==> src/rtl/wide_add_sequencer_if.sv <==
// wide_add_sequencer_if
//   Bundles every non-clock signal of wide_add_sequencer: the request
//   channel, the per-slice link to the external 16-bit combinational adder,
//   and the result channel.
//
//   Request channel  : in_valid, in_ready, op_a, op_b, op_cin, op_sub
//   Adder link       : add_a, add_b, add_cin (to adder); add_sum, add_cout (from adder)
//   Result channel   : out_valid, out_ready, result, result_cout, overflow
//
//   slave  : the sequencer itself.
//   master : the environment (requester, adder and result consumer).
interface wide_add_sequencer_if #(
  parameter int WORDS = 4
);
  localparam int W = 16 * WORDS;

  logic          in_valid;
  logic          in_ready;
  logic [W-1:0]  op_a;
  logic [W-1:0]  op_b;
  logic          op_cin;
  logic          op_sub;

  logic [15:0]   add_a;
  logic [15:0]   add_b;
  logic          add_cin;
  logic [15:0]   add_sum;
  logic          add_cout;

  logic          out_valid;
  logic          out_ready;
  logic [W-1:0]  result;
  logic          result_cout;
  logic          overflow;

  modport slave (
    input  in_valid, op_a, op_b, op_cin, op_sub,
    input  add_sum, add_cout,
    input  out_ready,
    output in_ready,
    output add_a, add_b, add_cin,
    output out_valid, result, result_cout, overflow
  );

  modport master (
    output in_valid, op_a, op_b, op_cin, op_sub,
    output add_sum, add_cout,
    output out_ready,
    input  in_ready,
    input  add_a, add_b, add_cin,
    input  out_valid, result, result_cout, overflow
  );
endinterface

==> src/rtl/wide_add_sequencer.sv <==
// wide_add_sequencer
//   Multi-cycle wide-integer add/subtract controller placed in front of a
//   purely combinational 16-bit adder. One operand pair is accepted per
//   transaction; the adder is then driven one 16-bit slice per cycle, LSB
//   slice first, with the adder's carry-out chained into the next slice's
//   carry-in. The assembled W-bit result (W = 16*WORDS) is returned over a
//   valid/ready handshake. Only one transaction is in flight at a time.
//
//   Ports
//     clk    : clock, all state updates on the rising edge
//     rst_n  : asynchronous active-low reset
//     bus    : wide_add_sequencer_if.slave
//              request  in_valid/in_ready, op_a, op_b, op_cin, op_sub
//              adder    add_a, add_b, add_cin -> adder; add_sum, add_cout <- adder
//              result   out_valid/out_ready, result, result_cout, overflow
//
//   Subtraction is A + ~B + 1, so result_cout = 1 means "no borrow".
module wide_add_sequencer #(
  parameter int WORDS = 4
) (
  input  logic                  clk,
  input  logic                  rst_n,
  wide_add_sequencer_if.slave   bus
);

  localparam int W  = 16 * WORDS;
  localparam int KW = (WORDS > 1) ? $clog2(WORDS) : 1;
  localparam logic [KW-1:0] K_LAST = KW'(WORDS - 1);

  typedef enum logic [1:0] {
    IDLE = 2'd0,
    RUN  = 2'd1,
    DONE = 2'd2
  } state_t;

  // Two's-complement overflow of the full-width add: operands agree in sign
  // but the sum's sign differs. For subtraction b_msb is the sign of ~B.
  function automatic logic add_overflow(input logic a_msb,
                                        input logic b_msb,
                                        input logic sum_msb);
    return (a_msb == b_msb) && (sum_msb != a_msb);
  endfunction

  state_t                  state;
  logic [KW-1:0]           k;
  logic                    carry;
  logic [WORDS-1:0][15:0]  a_reg;
  logic [WORDS-1:0][15:0]  b_reg;
  logic [WORDS-1:0][15:0]  result_r;
  logic                    result_cout_r;
  logic                    overflow_r;
  logic                    out_valid_r;
  logic                    in_ready_r;

  logic [15:0]             add_a_c;
  logic [15:0]             add_b_c;
  logic                    add_cin_c;

  // Adder drive comes from registers only, so the op_* inputs may change
  // freely once a request has been taken.
  always_comb begin
    add_a_c   = 16'h0000;
    add_b_c   = 16'h0000;
    add_cin_c = 1'b0;
    if (state == RUN) begin
      add_a_c   = a_reg[k];
      add_b_c   = b_reg[k];
      add_cin_c = carry;
    end
  end

  always_ff @(posedge clk or negedge rst_n) begin
    if (!rst_n) begin
      state         <= IDLE;
      k             <= '0;
      carry         <= 1'b0;
      a_reg         <= '0;
      b_reg         <= '0;
      result_r      <= '0;
      result_cout_r <= 1'b0;
      overflow_r    <= 1'b0;
      out_valid_r   <= 1'b0;
      in_ready_r    <= 1'b1;
    end else begin
      case (state)
        IDLE: begin
          if (bus.in_valid) begin
            a_reg      <= bus.op_a;
            b_reg      <= bus.op_sub ? ~bus.op_b : bus.op_b;
            carry      <= bus.op_sub ? 1'b1 : bus.op_cin;
            k          <= '0;
            in_ready_r <= 1'b0;
            state      <= RUN;
          end
        end

        RUN: begin
          result_r[k] <= bus.add_sum;
          carry       <= bus.add_cout;
          k           <= k + 1'b1;
          if (k == K_LAST) begin
            // Top slice: the adder's outputs now describe the whole word.
            result_cout_r <= bus.add_cout;
            overflow_r    <= add_overflow(a_reg[WORDS-1][15],
                                          b_reg[WORDS-1][15],
                                          bus.add_sum[15]);
            k             <= '0;
            out_valid_r   <= 1'b1;
            state         <= DONE;
          end
        end

        DONE: begin
          // in_ready stays low here, so a result handshake and a new
          // request can never coincide.
          if (bus.out_ready) begin
            out_valid_r <= 1'b0;
            in_ready_r  <= 1'b1;
            state       <= IDLE;
          end
        end

        default: begin
          state       <= IDLE;
          k           <= '0;
          out_valid_r <= 1'b0;
          in_ready_r  <= 1'b1;
        end
      endcase
    end
  end

  assign bus.in_ready    = in_ready_r;
  assign bus.add_a       = add_a_c;
  assign bus.add_b       = add_b_c;
  assign bus.add_cin     = add_cin_c;
  assign bus.out_valid   = out_valid_r;
  assign bus.result      = W'(result_r);
  assign bus.result_cout = result_cout_r;
  assign bus.overflow    = overflow_r;

endmodule

==> src/flat_wrapper.sv <==
// flat-port wrapper written by rule: the top's interface ports become plain ports
module wide_add_sequencer_flat 
#(
  parameter int WORDS = 4
)
  (clk, rst_n, bus_in_valid, bus_op_a, bus_op_b, bus_op_cin, bus_op_sub, bus_add_sum, bus_add_cout, bus_out_ready, bus_in_ready, bus_add_a, bus_add_b, bus_add_cin, bus_out_valid, bus_result, bus_result_cout, bus_overflow);
  wide_add_sequencer_if #(.WORDS(WORDS)) bus_i ();
  input  logic clk;
  input  logic rst_n;
  input wire logic [$bits(bus_i.in_valid)-1:0] bus_in_valid;
  input wire logic [$bits(bus_i.op_a)-1:0] bus_op_a;
  input wire logic [$bits(bus_i.op_b)-1:0] bus_op_b;
  input wire logic [$bits(bus_i.op_cin)-1:0] bus_op_cin;
  input wire logic [$bits(bus_i.op_sub)-1:0] bus_op_sub;
  input wire logic [$bits(bus_i.add_sum)-1:0] bus_add_sum;
  input wire logic [$bits(bus_i.add_cout)-1:0] bus_add_cout;
  input wire logic [$bits(bus_i.out_ready)-1:0] bus_out_ready;
  output wire logic [$bits(bus_i.in_ready)-1:0] bus_in_ready;
  output wire logic [$bits(bus_i.add_a)-1:0] bus_add_a;
  output wire logic [$bits(bus_i.add_b)-1:0] bus_add_b;
  output wire logic [$bits(bus_i.add_cin)-1:0] bus_add_cin;
  output wire logic [$bits(bus_i.out_valid)-1:0] bus_out_valid;
  output wire logic [$bits(bus_i.result)-1:0] bus_result;
  output wire logic [$bits(bus_i.result_cout)-1:0] bus_result_cout;
  output wire logic [$bits(bus_i.overflow)-1:0] bus_overflow;
  assign bus_i.in_valid = bus_in_valid;
  assign bus_i.op_a = bus_op_a;
  assign bus_i.op_b = bus_op_b;
  assign bus_i.op_cin = bus_op_cin;
  assign bus_i.op_sub = bus_op_sub;
  assign bus_i.add_sum = bus_add_sum;
  assign bus_i.add_cout = bus_add_cout;
  assign bus_i.out_ready = bus_out_ready;
  assign bus_in_ready = bus_i.in_ready;
  assign bus_add_a = bus_i.add_a;
  assign bus_add_b = bus_i.add_b;
  assign bus_add_cin = bus_i.add_cin;
  assign bus_out_valid = bus_i.out_valid;
  assign bus_result = bus_i.result;
  assign bus_result_cout = bus_i.result_cout;
  assign bus_overflow = bus_i.overflow;
  wide_add_sequencer #(.WORDS(WORDS)) u_core (.clk(clk), .rst_n(rst_n), .bus(bus_i));
endmodule
==> config.mk <==
export PLATFORM = sky130hd
export DESIGN_NAME = wide_add_sequencer_flat
export DESIGN_NICKNAME = d
export VERILOG_FILES = /design/src/rtl/wide_add_sequencer_if.sv /design/src/rtl/wide_add_sequencer.sv /design/src/flat_wrapper.sv
export SDC_FILE = /design/constraint.sdc
export NUM_CORES = 1
export LEC_CHECK = 0
export CORE_AREA = 5 5 123 172
export CTS_CLUSTER_SIZE = 10
export DETAILED_ROUTE_END_ITERATION = 7
export DIE_AREA = 0 0 128 177
export GPL_ROUTABILITY_DRIVEN = 0
export HOLD_SLACK_MARGIN = 0.05
export PLACE_DENSITY = 0.9
export SLEW_MARGIN = 0
export SYNTH_ARGS = -nofsm -noshare
export SYNTH_HDL_FRONTEND = slang
export SYNTH_SLANG_ARGS = --single-unit
export TNS_END_PERCENT = 1
==> constraint.sdc <==
create_clock -name clk -period 2.33 [get_ports clk]
set_input_delay 0.466 -clock clk [delete_from_list [all_inputs] [get_ports clk]]
set_output_delay 0.466 -clock clk [all_outputs]
set_load 0.02 [all_outputs]
==> flow_summary.ini <==
[outcome]
status = finished with violations
violations = negative setup slack

[synth]
synth_top_area_share_pct = 54.9
ys_ff_latch = 201
ys.flop_type = dfrtp_1
syn_nets = 828
avgSynthCellArea_um2 = 13.5
synth_area_leaders = dfrtp_1 55%, mux2_2 16%, mux4_2 7.9%, xnor2_1 6.2%, a21oi_1 3.7%
synth_cell_types = 27
yosysWarnings = 0
syn_inst = 673
yosysTopAreaCell = dfrtp_1
ys_seq_area_share_pct = 55.2
postSynth.asyncResetShare_pct = 100
synth_edf_count = 0
synth_mux_area_share_pct = 23.9
synth-compound-area-share_pct = 4.31
synth_common_cells = 200 x dfrtp_1, 129 x mux2_2, 69 x nor2_1, 68 x a21oi_1, 64 x xnor2_1
synth_top_family_by_area = multiplexers
synthXorXnorAreaFrac_pct = 6.15
yosysMostFrequentCell = dfrtp_1
syn_area_mm2 = 0.00911
yosys.area_share.simple_pct = 6.27
synthAdderAreaFrac_pct = 0.549

[routing]
wl_per_cell_um = 20.1
routed_wl_mm = 24.3
ant_nets = 0
via_per_inst = 5.21
vias = 6284
drc = 0
dr.pass1.iters = 4
drtIter0Drc = 281

[power_and_ir_drop]
p_sw_share_pct = 34.6
p_int_uw = 12800
ir_drop_mv = 0.592
p_comb_share_pct = 51.1
clockPowerShare_pct = 16.9
switchingPower_uw = 6780
seq_power_share_pct = 32.1
leakagePower_uw = 0.00526
power.density_mw_per_mm2 = 1520

[critical_path]
crit_chain = buf_12, buf_12, mux4_2, and2_4, buf_6
cp_slowest_cell = mux4_2
required_ps = 1860
start_kind = flop
cpPeakStageDelay_ps = 490
cp_common_cell = buf_12
path_max_fanout = 8
crit_arrival_ps = 1980
cp-end-kind = primary output
r2r_slack_ps = 280
crit_path_start = u_core.k[0]
worstSetupPathType = flop to primary output
reg2reg_from = u_core.k[0]

[sta]
slew_viol_final = 0
skew_ps = 8.48
hold_viol = 0
finalSetupViolations = 32
rsz0062_at_grt = yes
fmax_mhz = 409
fin_ws_ps = -117
period_needed_ps = 2450
slew_headroom_pct = 66.5
worst_pin_slew_ps = 503
finalCritPeriodShare_pct = 105

[clocking]
cts_tree = built
cts_buffer_depth = 3
htree_levels = 1
clk-insertion-delay-late_ps = 500
clockRootBuffer = clkbuf_16
cts_buffers = 24
clkSinkCount = 201
clk_pin_slew_ps = 60

[min_path]
hp-start = bus_op_sub
hold_class = primary input to flop

[placed_design]
placed_area_mm2 = 0.0120
placedCellCount = 1159
dpl.hpwl_mm = 17.3
io_buffers = 251

[floorplan]
die_area_mm2 = 0.0227
die_h_um = 177
core_area_mm2 = 0.0195
dieWidth_um = 128
initial_core_util_pct = 46.6
rows = 61
ios = 252

[job]
maxCapViolations = 0

[cells_and_area]
final_area_mm2 = 0.0129
drive_gt1_share_pct = 30.8
finalNonFillerCells = 1207
fin_nets = 1096
area_growth_pct = 41.9

[grt]
grt.total_usage_pct = 21.3
grt_pass1_vias = 6780
grt_pass1_wl_mm = 37.7
grt_overflow = 0
antenna_found_initial = 2
grt_max_degree = 106
-- cell families (layout without fill, tap and decap cells) --
group | count (synthesis) | after routing
other | 0 | 2
and+or+nand+nor | 117 | 117
adders and majority gates | 4 | 4
xor gates and xnor gates | 64 | 64
AOI/OAI and AO/OA | 76 | 76
muxes | 161 | 161
buffers and inverters | 50 | 330
DFF | 201 | 201
-- final timing paths --
check / cells after the start / to
worst max-delay path: 5 / bus_add_b[2]
worst min-delay path: 3 / u_core.b_reg[63]
worst max register to register: 8 / u_core.bus.result[54]
worst min register to register: 2 / u_core.bus.overflow
max in group asynchronous: 3 / u_core.a_reg[57]
min in group asynchronous: 2 / u_core.a_reg[33]
-- layout by cell type, fill, tap and decap left out, drive strengths merged, types with 2 or more instances in the layout --
| cell type | n |
|---|---|
| nor2 | 69 |
| a21oi | 68 |
| nand2b | 2 |
| dfrtp | 200 |
| nand2 | 7 |
| mux4 | 32 |
| xnor2 | 64 |
| ha | 4 |
| clkdlybuf4s50 | 216 |
| mux2 | 129 |
| clkbuf | 38 |
| o21ai | 4 |
| nor3 | 2 |
| buf | 70 |
| and2 | 33 |
| inv | 4 |
| diode | 2 |
-- stage by stage --
stage | utilization (%) | hold WS (ps) | setup TNS, ps | power (µW) | setup slack, ps
2_1_floorplan | - | 170 | 0 | 11700 | 428
3_3_place_gp | 61.5 | 469 | -137 | 15200 | -34.9
3_5_place_dp | 61.5 | 476 | -632 | 15600 | -73.1
4_1_cts | 65.6 | 446 | -5320 | 19300 | -203
5_1_grt | 66.2 | 479 | -5370 | 20700 | -202
6_report | 66.2 | 474 | -2790 | 19600 | -117
-- worst max-delay path, delay by kind of cell, from the launching register on --
family | cells | cell delay [ps]
buf+inv | 3 | 390
mux | 1 | 490
flops | 1 | 410
simple gates | 1 | 180
-- area by class of cell --
class | count | area, µm²
multi-input cells | 422 | 3830
clock inverters | 1 | 8.76
well taps | 252 | 315
flip-flops and latches | 201 | 5030
repair buffers | 289 | 3050
diodes | 2 | 5.00
inverters | 3 | 11.3
fillers | 1429 | 6610
clock buffers | 37 | 671
-- power groups by stage --
stage | Clock, µW | Combinational (µW) | Sequential [µW]
floorplan | 0 | 5000 | 6710
global placement | 0 | 9050 | 6190
detailed placement | 0 | 9290 | 6320
CTS | 3390 | 9660 | 6280
global route | 3530 | 10700 | 6480
finish | 3300 | 10000 | 6280
-- timing repair --
item | 4_1_cts | 5_1_grt
pin swaps | 13 | 7
setup endpoints to repair | 33 | 33
buffers inserted | 5 | 1
endpoints found under the hold margin | 52 | 0
gates cloned | 2 | 0
resized for setup | 177 | 46
hold buffers | 1 | 0
-- routing by layer --
| metal | track usage [%] | share of wire, % | routed length (µm) |
|---|---|---|---|
| met5 | 0 | 0 | 0 |
| met4 | 9.69 | 4.4 | 1060 |
| met3 | 3.17 | 5.2 | 1260 |
| met2 | 37.7 | 54 | 13000 |
| met1 | 25.6 | 37 | 8920 |
(Power assumes the default switching activity.)
